$ cat config.mk
export PLATFORM = sky130hd
export DESIGN_NAME = bp_port_scheduler_flat
export DESIGN_NICKNAME = d
export VERILOG_FILES = /design/src/rtl/bp_pkg.sv /design/src/rtl/bp_if.sv /design/src/rtl/bp_update_fifo.sv /design/src/rtl/bp_port_scheduler.sv /design/src/flat_wrapper.sv
export SDC_FILE = /design/constraint.sdc
export NUM_CORES = 1
export LEC_CHECK = 0
export ABC_AREA = 0
export CORE_UTILIZATION = 52
export DETAILED_ROUTE_END_ITERATION = 12
export PLACE_DENSITY = 0.84
export SYNTH_ARGS = -nofsm -noshare
export SYNTH_HDL_FRONTEND = slang
export SYNTH_SLANG_ARGS = --single-unit
$ cat constraint.sdc
create_clock -name clk -period 6.6 [get_ports clk]
set_input_delay 0.99 -clock clk [delete_from_list [all_inputs] [get_ports clk]]
set_output_delay 0.99 -clock clk [all_outputs]
set_load 0.01 [all_outputs]
$ cat src/rtl/bp_pkg.sv
// bp_pkg: shared scheduler FSM state and queued-update entry types
package bp_pkg;
  localparam int IP_MAX = 64;
  typedef enum logic {NORMAL, URGENT} state_t;
  typedef struct packed {
    logic [IP_MAX-1:0] ip;
    logic taken;
  } entry_t;
endpackage

$ cat src/rtl/bp_if.sv
// bp_if: fetch lookup, resolved-branch update and shared predictor port signals
interface bp_if #(parameter int IP_W = 64);
  logic lk_valid;
  logic [IP_W-1:0] lk_ip;
  logic lk_ready;
  logic lk_prediction;
  logic rs_valid;
  logic [IP_W-1:0] rs_ip;
  logic rs_taken;
  logic rs_ready;
  logic [IP_W-1:0] bp_ip;
  logic bp_upd;
  logic bp_taken;
  logic bp_prediction;
  logic urgent;
  modport master(
    output lk_valid, lk_ip, rs_valid, rs_ip, rs_taken, bp_prediction,
    input lk_ready, lk_prediction, rs_ready, bp_ip, bp_upd, bp_taken, urgent
  );
  modport slave(
    input lk_valid, lk_ip, rs_valid, rs_ip, rs_taken, bp_prediction,
    output lk_ready, lk_prediction, rs_ready, bp_ip, bp_upd, bp_taken, urgent
  );
endinterface

$ cat src/rtl/bp_update_fifo.sv
// bp_update_fifo: DEPTH-entry update queue exposing head and all entries oldest-first
module bp_update_fifo import bp_pkg::*; #(
  parameter int DEPTH = 4
) (
  input  logic clk,
  input  logic reset,
  input  logic push,
  input  logic pop,
  input  entry_t push_data,
  output entry_t head,
  output entry_t [DEPTH-1:0] entries,
  output logic full,
  output logic empty,
  output logic [$clog2(DEPTH):0] count
);
  localparam int AW = $clog2(DEPTH);
  localparam int CW = AW + 1;
  entry_t mem [DEPTH];
  logic [AW-1:0] wr;
  logic [AW-1:0] rd;
  always_ff @(posedge clk or posedge reset)
    if (reset) begin
      wr <= '0;
      rd <= '0;
      count <= '0;
    end else begin
      wr <= wr + AW'(push);
      rd <= rd + AW'(pop);
      count <= count + CW'(push) - CW'(pop);
    end
  always_ff @(posedge clk)
    if (push) mem[wr] <= push_data;
  always_comb
    for (int i = 0; i < DEPTH; i++) entries[i] = mem[rd + AW'(i)];
  assign head = mem[rd];
  assign full = count == CW'(DEPTH);
  assign empty = count == '0;
endmodule

$ cat src/rtl/bp_port_scheduler.sv
// bp_port_scheduler: shares one predictor port between lookups and queued updates; define BP_FWD_EN for lookup forwarding from queued updates
module bp_port_scheduler #(
  parameter int DEPTH = 4,
  parameter int IP_W = 64
) (
  input logic clk,
  input logic reset,
  bp_if.slave bus
);
  import bp_pkg::*;
  localparam int CW = $clog2(DEPTH) + 1;
  state_t state;
  state_t state_next;
  logic push;
  logic pop;
  logic full;
  logic empty;
  logic [CW-1:0] count;
  logic [CW-1:0] count_next;
  entry_t head;
  entry_t [DEPTH-1:0] entries;
  bp_update_fifo #(.DEPTH(DEPTH)) u_fifo (
    .clk(clk),
    .reset(reset),
    .push(push),
    .pop(pop),
    .push_data('{ip: IP_MAX'(bus.rs_ip), taken: bus.rs_taken}),
    .head(head),
    .entries(entries),
    .full(full),
    .empty(empty),
    .count(count)
  );
  always_ff @(posedge clk or posedge reset)
    if (reset) state <= NORMAL;
    else state <= state_next;
  always_comb begin
    count_next = count + CW'(push) - CW'(pop);
    state_next = state == NORMAL ? (full ? URGENT : NORMAL)
                                 : (count_next <= CW'(DEPTH / 2) ? NORMAL : URGENT);
  end
  always_comb begin
    bus.lk_ready = state == NORMAL && bus.lk_valid;
    bus.rs_ready = !full;
    bus.urgent = state == URGENT;
    push = bus.rs_valid && !full;
    pop = !empty && !bus.lk_ready;
    bus.bp_upd = pop;
    bus.bp_ip = bus.lk_ready ? bus.lk_ip : pop ? IP_W'(head.ip) : '0;
    bus.bp_taken = pop && head.taken;
  end
`ifdef BP_FWD_EN
  logic fwd_hit;
  logic fwd_taken;
  always_comb begin
    fwd_hit = 1'b0;
    fwd_taken = 1'b0;
    for (int i = 0; i < DEPTH; i++)
      if (CW'(i) < count && entries[i].ip == IP_MAX'(bus.lk_ip)) begin
        fwd_hit = 1'b1;
        fwd_taken = entries[i].taken;
      end
  end
  assign bus.lk_prediction = fwd_hit ? fwd_taken : bus.bp_prediction;
`else
  logic unused_entries;
  assign unused_entries = ^entries;
  assign bus.lk_prediction = bus.bp_prediction;
`endif
endmodule

$ cat src/flat_wrapper.sv
// flat-port wrapper written by rule: the top's interface ports become plain ports
module bp_port_scheduler_flat import bp_pkg::*;
#(
  parameter int DEPTH = 4,
  parameter int IP_W = 64
)
  (clk, reset, bus_lk_valid, bus_lk_ip, bus_rs_valid, bus_rs_ip, bus_rs_taken, bus_bp_prediction, bus_lk_ready, bus_lk_prediction, bus_rs_ready, bus_bp_ip, bus_bp_upd, bus_bp_taken, bus_urgent);
  bp_if #(.IP_W(IP_W)) bus_i ();
  input logic clk;
  input logic reset;
  input wire logic [$bits(bus_i.lk_valid)-1:0] bus_lk_valid;
  input wire logic [$bits(bus_i.lk_ip)-1:0] bus_lk_ip;
  input wire logic [$bits(bus_i.rs_valid)-1:0] bus_rs_valid;
  input wire logic [$bits(bus_i.rs_ip)-1:0] bus_rs_ip;
  input wire logic [$bits(bus_i.rs_taken)-1:0] bus_rs_taken;
  input wire logic [$bits(bus_i.bp_prediction)-1:0] bus_bp_prediction;
  output wire logic [$bits(bus_i.lk_ready)-1:0] bus_lk_ready;
  output wire logic [$bits(bus_i.lk_prediction)-1:0] bus_lk_prediction;
  output wire logic [$bits(bus_i.rs_ready)-1:0] bus_rs_ready;
  output wire logic [$bits(bus_i.bp_ip)-1:0] bus_bp_ip;
  output wire logic [$bits(bus_i.bp_upd)-1:0] bus_bp_upd;
  output wire logic [$bits(bus_i.bp_taken)-1:0] bus_bp_taken;
  output wire logic [$bits(bus_i.urgent)-1:0] bus_urgent;
  assign bus_i.lk_valid = bus_lk_valid;
  assign bus_i.lk_ip = bus_lk_ip;
  assign bus_i.rs_valid = bus_rs_valid;
  assign bus_i.rs_ip = bus_rs_ip;
  assign bus_i.rs_taken = bus_rs_taken;
  assign bus_i.bp_prediction = bus_bp_prediction;
  assign bus_lk_ready = bus_i.lk_ready;
  assign bus_lk_prediction = bus_i.lk_prediction;
  assign bus_rs_ready = bus_i.rs_ready;
  assign bus_bp_ip = bus_i.bp_ip;
  assign bus_bp_upd = bus_i.bp_upd;
  assign bus_bp_taken = bus_i.bp_taken;
  assign bus_urgent = bus_i.urgent;
  bp_port_scheduler #(.DEPTH(DEPTH), .IP_W(IP_W)) u_core (.clk(clk), .reset(reset), .bus(bus_i));
endmodule
* Word level (Yosys, flattened, before mapping) *
Memory sizes are Yosys's and may differ from the RTL's.
Cells that the tools add are included.

storage, ports and cells
  register bits after elaboration = 8
  bits in latches = 0
  RAM bits = 260
  memory bits (read-only) = 0
  input port bits = 134
  word-level logic and storage cells = 27
  memories = 1

memories
  memory             words  width  rd ports  clocked after Yosys merged registers in  write ports  RTL line              text
  u_core.u_fifo.mem  4      65     1         0                                        1            bp_update_fifo.sv:18  entry_t mem [DEPTH];

cells by class
  $add $sub $neg = 4
  multiply operators = 0
  div/mod/pow operators = 0
  $lt $le $gt $ge = 1
  equality and inequality tests = 1
  shift operators = 0
  mux-type cells = 7
  bitwise gates (word level) = 1
  reduce and logical (&&, ||, !) cells = 8

operators with widths
  kind                                                             count
  2-to-1 mux 64 bit                                                2
  2-to-1 mux 1 bit                                                 5
  adder 2 x 1 -> 2 bit                                             2
  logical AND 1 bit                                                4
  adder 3 x 1 -> 3 bit                                             1
  equality test 3 bit (second input constant)                      1
  less-or-equal comparator 3 x 2 -> 1 bit (second input constant)  1
  zero test 1 bit                                                  3
  zero test 3 bit                                                  1
  subtractor 3 x 1 -> 3 bit                                        1
  inverter 1 bit                                                   1

* Longest topological paths before layout *
Gate-level depths: netlist (run 1).

  depth in word-level cells = 8
  depth in mapped cells = 11
  mapped depth without buffers = 10

* Hierarchy *
From an unflattened synthesis (run 1), not the netlist that was laid out.

unflattened totals
  cell total of the unflattened synthesis = 900
  area, all modules = 16193.0 um^2

by module, submodules not included
  module             times used  cells each  area each (um^2)  seq. area each (um^2)
  bp_update_fifo     1           669         14923.1           7982.7
  bp_port_scheduler  1           231         1270.0            25.0

* Worst setup path after synthesis (run 1) *
OpenSTA, ideal clock, no wires.

  path kind = input port to flip-flop
  start point = input port bus_rs_valid
  end point = memory u_core.u_fifo.mem[1][0] (netlist bit), enable pin
  setup time = 0.581 ns
  arrival = 5.878 ns
  data required time = 6.019 ns
  path slack = 0.140 ns
  stages on the path = 2
  path through = nand2_1 -> nor3b_1

on the way
  longest elaborated chain between the ends = 3

ends and longest elaborated chain
  element                                 RTL line                 text
  from (decl)                             flat_wrapper.sv:13       input wire logic [$bits(bus_i.rs_valid)-1:0] bus_rs_valid;
  logical AND 1 bit                       bp_port_scheduler.sv:46  push = bus.rs_valid && !full;
  2-to-1 mux 1 bit                        bp_update_fifo.sv:32     if (push) mem[wr] <= push_data;
  2-to-1 mux 1 bit (implied by the code)  bp_update_fifo.sv:32
  to (decl)                               bp_update_fifo.sv:18

Every way passes these cells.

* Final worst setup path (run 1) *
  start point = input port bus_lk_valid
  end point = output port bus_bp_ip[62]

on the way
  longest elaborated chain between the ends = 5

ends and longest elaborated chain
  element              RTL line                 text
  from (decl)          flat_wrapper.sv:11       input wire logic [$bits(bus_i.lk_valid)-1:0] bus_lk_valid;
  logical AND 1 bit *  bp_port_scheduler.sv:43  bus.lk_ready = state == NORMAL && bus.lk_valid;
  zero test 1 bit      bp_port_scheduler.sv:47  pop = !empty && !bus.lk_ready;
  logical AND 1 bit    bp_port_scheduler.sv:47
  2-to-1 mux 64 bit    bp_port_scheduler.sv:49  bus.bp_ip = bus.lk_ready ? bus.lk_ip : pop ? IP_W'(head.ip) : '0;
  2-to-1 mux 64 bit *  bp_port_scheduler.sv:49
  to (decl)            flat_wrapper.sv:20       output wire logic [$bits(bus_i.bp_ip)-1:0] bus_bp_ip;

Mark *: on every way between the ends. The rest lies on a longest branch, timed or not.

==> qor.csv, run 1 <==
stage,metric,value,unit
hold_path,critical hold path startpoint,u_core.u_fifo.count[0]$_DFF_PP0_,
power_and_ir_drop,Comb power frac,31.8,%
sta,min cycle time layout,4.52,ns
global_route,initial antenna violation count,1,
cells_and_area,Area Overhead vs Synth,31.2,%
synth,synthesized instance count,451,
synth,largest family of logic cells by synthesized area,multiplexers,
sta,Hold Slack,0.568,ns
sta,RSZ-0062 raised after global routing,no,
worst_setup_path,Worst setup EP type,output pin,
die,core area,19500,um2
global_route,first-pass GRT wire length,30.7,mm
synth,multiplexer share of the synthesized area,14.2,%
synth,top-area cell type share of the netlist area,75.0,%
die,die extent in x,143,um
worst_setup_path,maximum fanout along the worst path,38,
global_route,GR Overflow Total,0,
synth,Adder-Cell Fraction of Synth Area,0.673,%
cts,Post-CTS Resized,0,
sta,worst slew pin tran,1.02,ns
drt,wire per inst,21.4,um
cts,post-CTS setup buffer count,0,
power_and_ir_drop,leak pwr,4.58,nW
drt,Via density,5.68,
global_route,largest net degree at the start of global routing,67,
synth,Syn. warnings,0,
sta,Max Fclk,0.221,GHz
die,row cnt,51,
drt,drt pass-1 iters,7,
die,Ports,204,
sta,PnR worst setup slack,2.08,ns
drt,WL final,20.3,mm
synth,register area share after synthesis,77.0,%
cts,cts bufs inserted,26,
cells_and_area,share of cells above drive strength 1,18.1,%
sta,skew final,0.00770,ns
synth,largest cells by area after synthesis,"edfxtp_1 75%, mux4_2 14%, a22o_1 5.4%",
global_route,Total GRT Usage,20.2,%
drt,initial drt markers,318,
synth,Synth Register Bits,268,
placed_design,port bufs,201,
power_and_ir_drop,switching power,0.00163,W
drt,drt drc,0,
synth,Post-Syn Area,10400,um2
cts,CTS tree,done,
drt,via count,5370,
cts,Clock Sink Count,268,
synth,post-synthesis xor/xnor area fraction,0.397,%
cells_and_area,# nets final,799,
cts,CTS Hold Bufs,0,
worst_setup_path,Worst Path Arrival,3.53,ns
cts,Clock Tree Root,clkbuf_16,
worst_setup_path,Worst EP required,5.61,ns
synth,asr flop ratio synth,2.99,%
power_and_ir_drop,Sw Share,27.1,%
die,die height,143,um
cts,Max Buffers Root-to-Sink,3,
sta,endpoints failing setup,0,
cts,clock latency on the worst-skew pair,0.51,ns
synth,most used flip-flop cell after synthesis,edfxtp_1,
power_and_ir_drop,maximum VDD drop,0.000277,V
drt,"antenna viol nets, final",0,
hold_path,worst min path class,register to register,
synth,Mean Syn Cell Area,23.1,um2
global_route,number of global-route vias before repair,5793,
worst_setup_path,WS Path Type,primary input to output pin,
placed_design,dpl ws,2.07,ns
die,initial core utilization,53.3,%
sta,crit share post-route,68.5,%
power_and_ir_drop,Pwr Density,442,nW/um2
cts,Clock transition at path regs,0.06,ns
synth,cell taking the most area after synthesis,edfxtp_1,
die,area of the die,20600,um2
worst_setup_path,RR Startpoint,u_core.u_fifo.count[1]$_DFF_PP0_,
run,Max Cap Viol,0,
sta,"Slew Viols, Final",0,
synth,Synth Area in Compound Gates,5.43,%
worst_setup_path,CP startpoint,bus_lk_valid,
sta,setup TNS,0,ns
synth,Synthesized Nets,590,
worst_setup_path,critical path launch point type,primary input,
power_and_ir_drop,clock group share of total power,26.6,%
status,outcome,"complete, no violations",
power_and_ir_drop,Int Power,0.00440,W
power_and_ir_drop,Seq pwr share,41.6,%
synth,synth unique cells,24,
placed_design,post-DP HPWL,12.1,mm
placed_design,Placer Congestion,0.729,
sta,hold violation count in the final report,0,
synth,"EDFF count, synth",260,
synth,simple-gate share of the synthesized area,0.577,%
sta,worst rel slew slack,32.1,%
cts,H-tree levels,1,
==> path summary, 6_finish.rpt <==
| kind | end | slack, ns | depth (start not counted) |
|---|---|---|---|
| setup / recovery | bus_bp_ip[62] | 2.08 | 6 |
| hold / removal | u_core.u_fifo.count[0]$_DFF_PP0_ | 0.57 | 1 |
| setup reg to reg | u_core.bus.urgent$_DFF_PP0_ | 3.31 | 11 |
| hold reg to reg | u_core.u_fifo.count[0]$_DFF_PP0_ | 0.57 | 1 |
| max in group asynchronous | u_core.u_fifo.rd[1]$_DFF_PP0_ | 5.56 | 2 |
| min in group asynchronous | u_core.u_fifo.rd[0]$_DFF_PP0_ | 0.76 | 2 |
==> cell usage in the layout, fill, tap and decap left out, types with 2 or more instances in the layout <==
| master | n |
|---|---|
| edfxtp_1 | 260 |
| clkdlybuf4s50_1 | 201 |
| mux4_2 | 65 |
| a22o_1 | 64 |
| clkbuf_16 | 27 |
| buf_4 | 9 |
| bufinv_16 | 6 |
| dfrtp_1 | 6 |
| inv_1 | 5 |
| clkinv_1 | 5 |
| ha_1 | 4 |
| clkbuf_8 | 4 |
| clkinv_2 | 3 |
| clkbuf_1 | 3 |
| xor2_1 | 2 |
| nor3b_2 | 2 |
| dfrtp_4 | 2 |
==> logic make-up after synthesis <==
family / count (synthesis)
mux: 66
compound gates: 65
fa+ha+maj: 5
buf+inv: 34
flops: 268
xor+xnor: 3
simple gates: 10
==> final cells by class <==
type	instances	area, um2
sequential	268	8020
fill	1208	5880
multi-input combinational	149	2250
timing repair buffer	210	2080
clock buffer	34	742
tap	265	332
clock inverter	14	214
inverter	5	18.8
antenna	1	2.50
==> state kept, by name, indices dropped and copies added (netlist names) <==
name,flops
u_core.bus.urgent,1
u_core.u_fifo.mem,260
u_core.u_fifo.count,3
u_core.u_fifo.wr,2
u_core.u_fifo.rd,2
==> through the flow <==
| stage | cell area (um2) | power (W) | std cells | util, % |
|---|---|---|---|---|
| CTS | 13600 | 0.00611 | 945 | 69.9 |
| detailed placement | 12700 | 0.00450 | 897 | 65.0 |
| floorplan | 10400 | 0.00368 | 451 | - |
| global route | 13600 | 0.00632 | 945 | 69.9 |
| global placement | 12700 | 0.00443 | 897 | 65.0 |
| finish | 13600 | 0.00603 | 946 | 69.9 |
==> per-layer routing <==
| layer | vias to the layer above | global-route usage [%] | routed length, um |
|---|---|---|---|
| met2 | 235 | 36.3 | 10500 |
| met5 | - | 0 | 0 |
| met3 | 27 | 4.37 | 1560 |
| met4 | 0 | 5.77 | 347 |
| li1 | 2369 | - | - |
| met1 | 2739 | 24.5 | 7830 |
==> critical path: stages <==
cell	delay (ns)
clkdlybuf4s50_1	0.40
nor2b_4	0.14
nor2_4	0.70
buf_4	0.53
a22o_1	0.21
clkdlybuf4s50_1	0.56
==> Yosys cell counts, types with 2 or more instances <==
cell type / number
xor2_1: 2
dfrtp_1: 8
buf_2: 9
mux4_2: 65
inv_1: 5
a22o_1: 64
buf_6: 6
clkbuf_1: 8
nor3b_1: 2
nor3_1: 2
buf_1: 5
edfxtp_1: 260
ha_1: 4
==> power groups by stage <==
stage          sequential [W]  clock (W)  combinational (W)
3_3_place_gp          0.00253          0            0.00190
3_5_place_dp          0.00256          0            0.00194
2_1_floorplan         0.00239          0            0.00129
6_report              0.00251    0.00160            0.00192
4_1_cts               0.00253    0.00163            0.00195
5_1_grt               0.00256    0.00170            0.00206
Note: power is estimated with default switching activity, not from simulation.
==> run 2: changes to the inputs <==
Settings changed: CORE_UTILIZATION 52 to 47, PLACE_DENSITY 0.84 to 0.81.
Clock period 6.6 ns to 3.66 ns, I/O delays scaled along.
==> run 2 against run 1 <==
  * Highest routed layer unchanged
  * Largest cell class unchanged
  * Utilization decreased by 7.2 points
  * Worst setup slack got worse by 1.8 ns
  * Combinational power increased by 90%
  * Global-route usage decreased by 2.4 points
  * Register-to-register slack got worse by 2.5 ns
==> qor.csv, run 2 (same netlist as run 1, synthesis figures left out) <==
stage,metric,value,unit
drt,"antenna viol nets, final",0,
sta,"Slew Viols, Final",0,
cells_and_area,share of cells above drive strength 1,17.4,%
global_route,initial antenna violation count,1,
cells_and_area,fin cells,958,
sta,hold violation count in the final report,0,
worst_setup_path,Worst Path Arrival,2.81,ns
drt,WL final,20.3,mm
cts,H-tree levels,1,
global_route,first-pass GRT wire length,30.1,mm
drt,initial drt markers,305,
cts,Max Buffers Root-to-Sink,3,
drt,wire per inst,21.1,um
cts,Clock transition at path regs,0.06,ns
power_and_ir_drop,maximum VDD drop,0.000552,V
sta,worst slew pin tran,1.01,ns
worst_setup_path,maximum fanout along the worst path,28,
drt,via count,5296,
die,die height,151,um
sta,skew final,0.00825,ns
global_route,number of global-route vias before repair,5583,
placed_design,post-DP HPWL,12.2,mm
cells_and_area,"most common cell after layout, fill and taps aside",edfxtp_1,
sta,worst rel slew slack,32.9,%
sta,RSZ-0062 raised after global routing,no,
sta,min cycle time layout,3.35,ns
die,row cnt,54,
sta,Hold Slack,0.325,ns
sta,crit share post-route,91.7,%
placed_design,dpl cells,914,
cts,Clock Tree Root,clkbuf_16,
cells_and_area,multi-input combinational cell area,2260,um2
power_and_ir_drop,Pwr Density,782,nW/um2
cts,clock latency on the worst-skew pair,0.51,ns
cells_and_area,Largest regs,"u_core.u_fifo.mem (260), u_core.u_fifo.count (3)",
cells_and_area,"commonest cells after routing, fill and taps aside","260 x edfxtp_1, 201 x clkdlybuf4s50_1, 65 x mux4_2",
die,core area,21800,um2
sta,Max Fclk,0.298,GHz
cts,Clock Sink Count,268,
worst_setup_path,Worst EP required,3.11,ns
sta,setup TNS,0,ns
cts,post-CTS setup buffer count,0,
worst_setup_path,WS Path Type,register to output pin,
drt,Via density,5.53,
global_route,Most Crowded Layer GR,met2,
die,die extent in x,151,um
global_route,met3 usage,3.64,%
placed_design,dpl ws,0.634,ns
run,Max Cap Viol,0,
cells_and_area,most flop-heavy register,u_core.u_fifo.mem,
global_route,Total GRT Usage,17.8,%
cts,Post-CTS Resized,0,
drt,drt pass-1 iters,4,
worst_setup_path,Worst setup EP type,output pin,
die,Ports,204,
cts,cts bufs inserted,26,
sta,endpoints failing setup,0,
cells_and_area,Area Overhead vs Synth,31.1,%
drt,drt drc,0,
cells_and_area,Largest register FFs,260,
cells_and_area,Seq. cell area,8020,um2
cts,CTS Hold Bufs,0,
power_and_ir_drop,leak pwr,4.56,nW
cts,CTS tree,done,
worst_setup_path,critical path launch point type,register,
global_route,met2 Use GR,30.4,%
die,initial core utilization,47.8,%
global_route,M1 GR Usage,23.5,%
placed_design,port bufs,201,
global_route,GR Overflow Total,0,
placed_design,Placer Congestion,0.692,
cells_and_area,Fillers,1479,
status,outcome,"complete, no violations",
cells_and_area,# nets final,801,
die,area of the die,22700,um2
sta,PnR worst setup slack,0.305,ns
global_route,largest net degree at the start of global routing,67,
hold_path,worst min path class,primary input to asynchronous set/reset pin,
-- run 2: cell types whose count changed in the layout (fill, tap and decap cells not counted), moves of 2 or more --
cell / previous run / this run
buf_4: 9 / 5
nor3b_2: 2 / 0
buf_12: 0 / 6
bufinv_16: 6 / 3
clkbuf_8: 4 / 0
nor3b_4: 0 / 2
-- run 2: final cells by class --
class	count	share of cell area [%]
clock inverters	12	0.963
well taps	280	2.57
multi-input cells	149	16.6
diodes	1	0.0183
clock buffers	31	5.06
flip-flops and latches	268	58.7
inverters	5	0.138
repair buffers	212	15.9
-- run 2: power breakdown --
part           internal, W  switching, W  leakage, nW  total (W)
combinational      0.00212       0.00153         1.68    0.00365
clock              0.00154       0.00102        0.402    0.00256
sequential         0.00407      0.000399         2.47    0.00446
total              0.00772       0.00295         4.56     0.0107
-- run 2: metal layers --
metal  vias to the layer above  wire length, um
li1                       2371                -
met1                      2704             8250
met2                       184            10300
met3                        37             1300
met4                         0              394
met5                         -                0
-- run 2: through the flow --
step,util (%),cell area (um2),power (W)
3_3_place_gp,58.9,12800,0.00811
4_1_cts,62.7,13600,0.0108
6_report,62.7,13600,0.0107
5_1_grt,62.7,13600,0.0112
2_1_floorplan,-,10400,0.00661
3_5_place_dp,58.9,12800,0.00824
-- run 2: worst paths after layout --
kind	slack (ns)	depth (start not counted)	to	start
max in group asynchronous	3.06	2	u_core.u_fifo.rd[0]$_DFF_PP0_	reset
min reg2reg	0.56	1	u_core.u_fifo.count[0]$_DFF_PP0_	u_core.u_fifo.count[0]$_DFF_PP0_
min	0.33	2	u_core.u_fifo.count[1]$_DFF_PP0_	reset
max	0.31	4	bus_bp_ip[59]	u_core.u_fifo.rd[0]$_DFF_PP0_
min in group clk	0.56	1	u_core.u_fifo.count[0]$_DFF_PP0_	u_core.u_fifo.count[0]$_DFF_PP0_
max reg2reg	0.86	10	u_core.bus.urgent$_DFF_PP0_	u_core.u_fifo.count[1]$_DFF_PP0_
-- run 2: worst max-delay path, cell delays in order, from the launching register on --
cell and delay (ns):
dfrtp_4 0.71, buf_12 0.30, mux4_2 0.55, a22o_1 0.22, clkdlybuf4s50_1 0.48
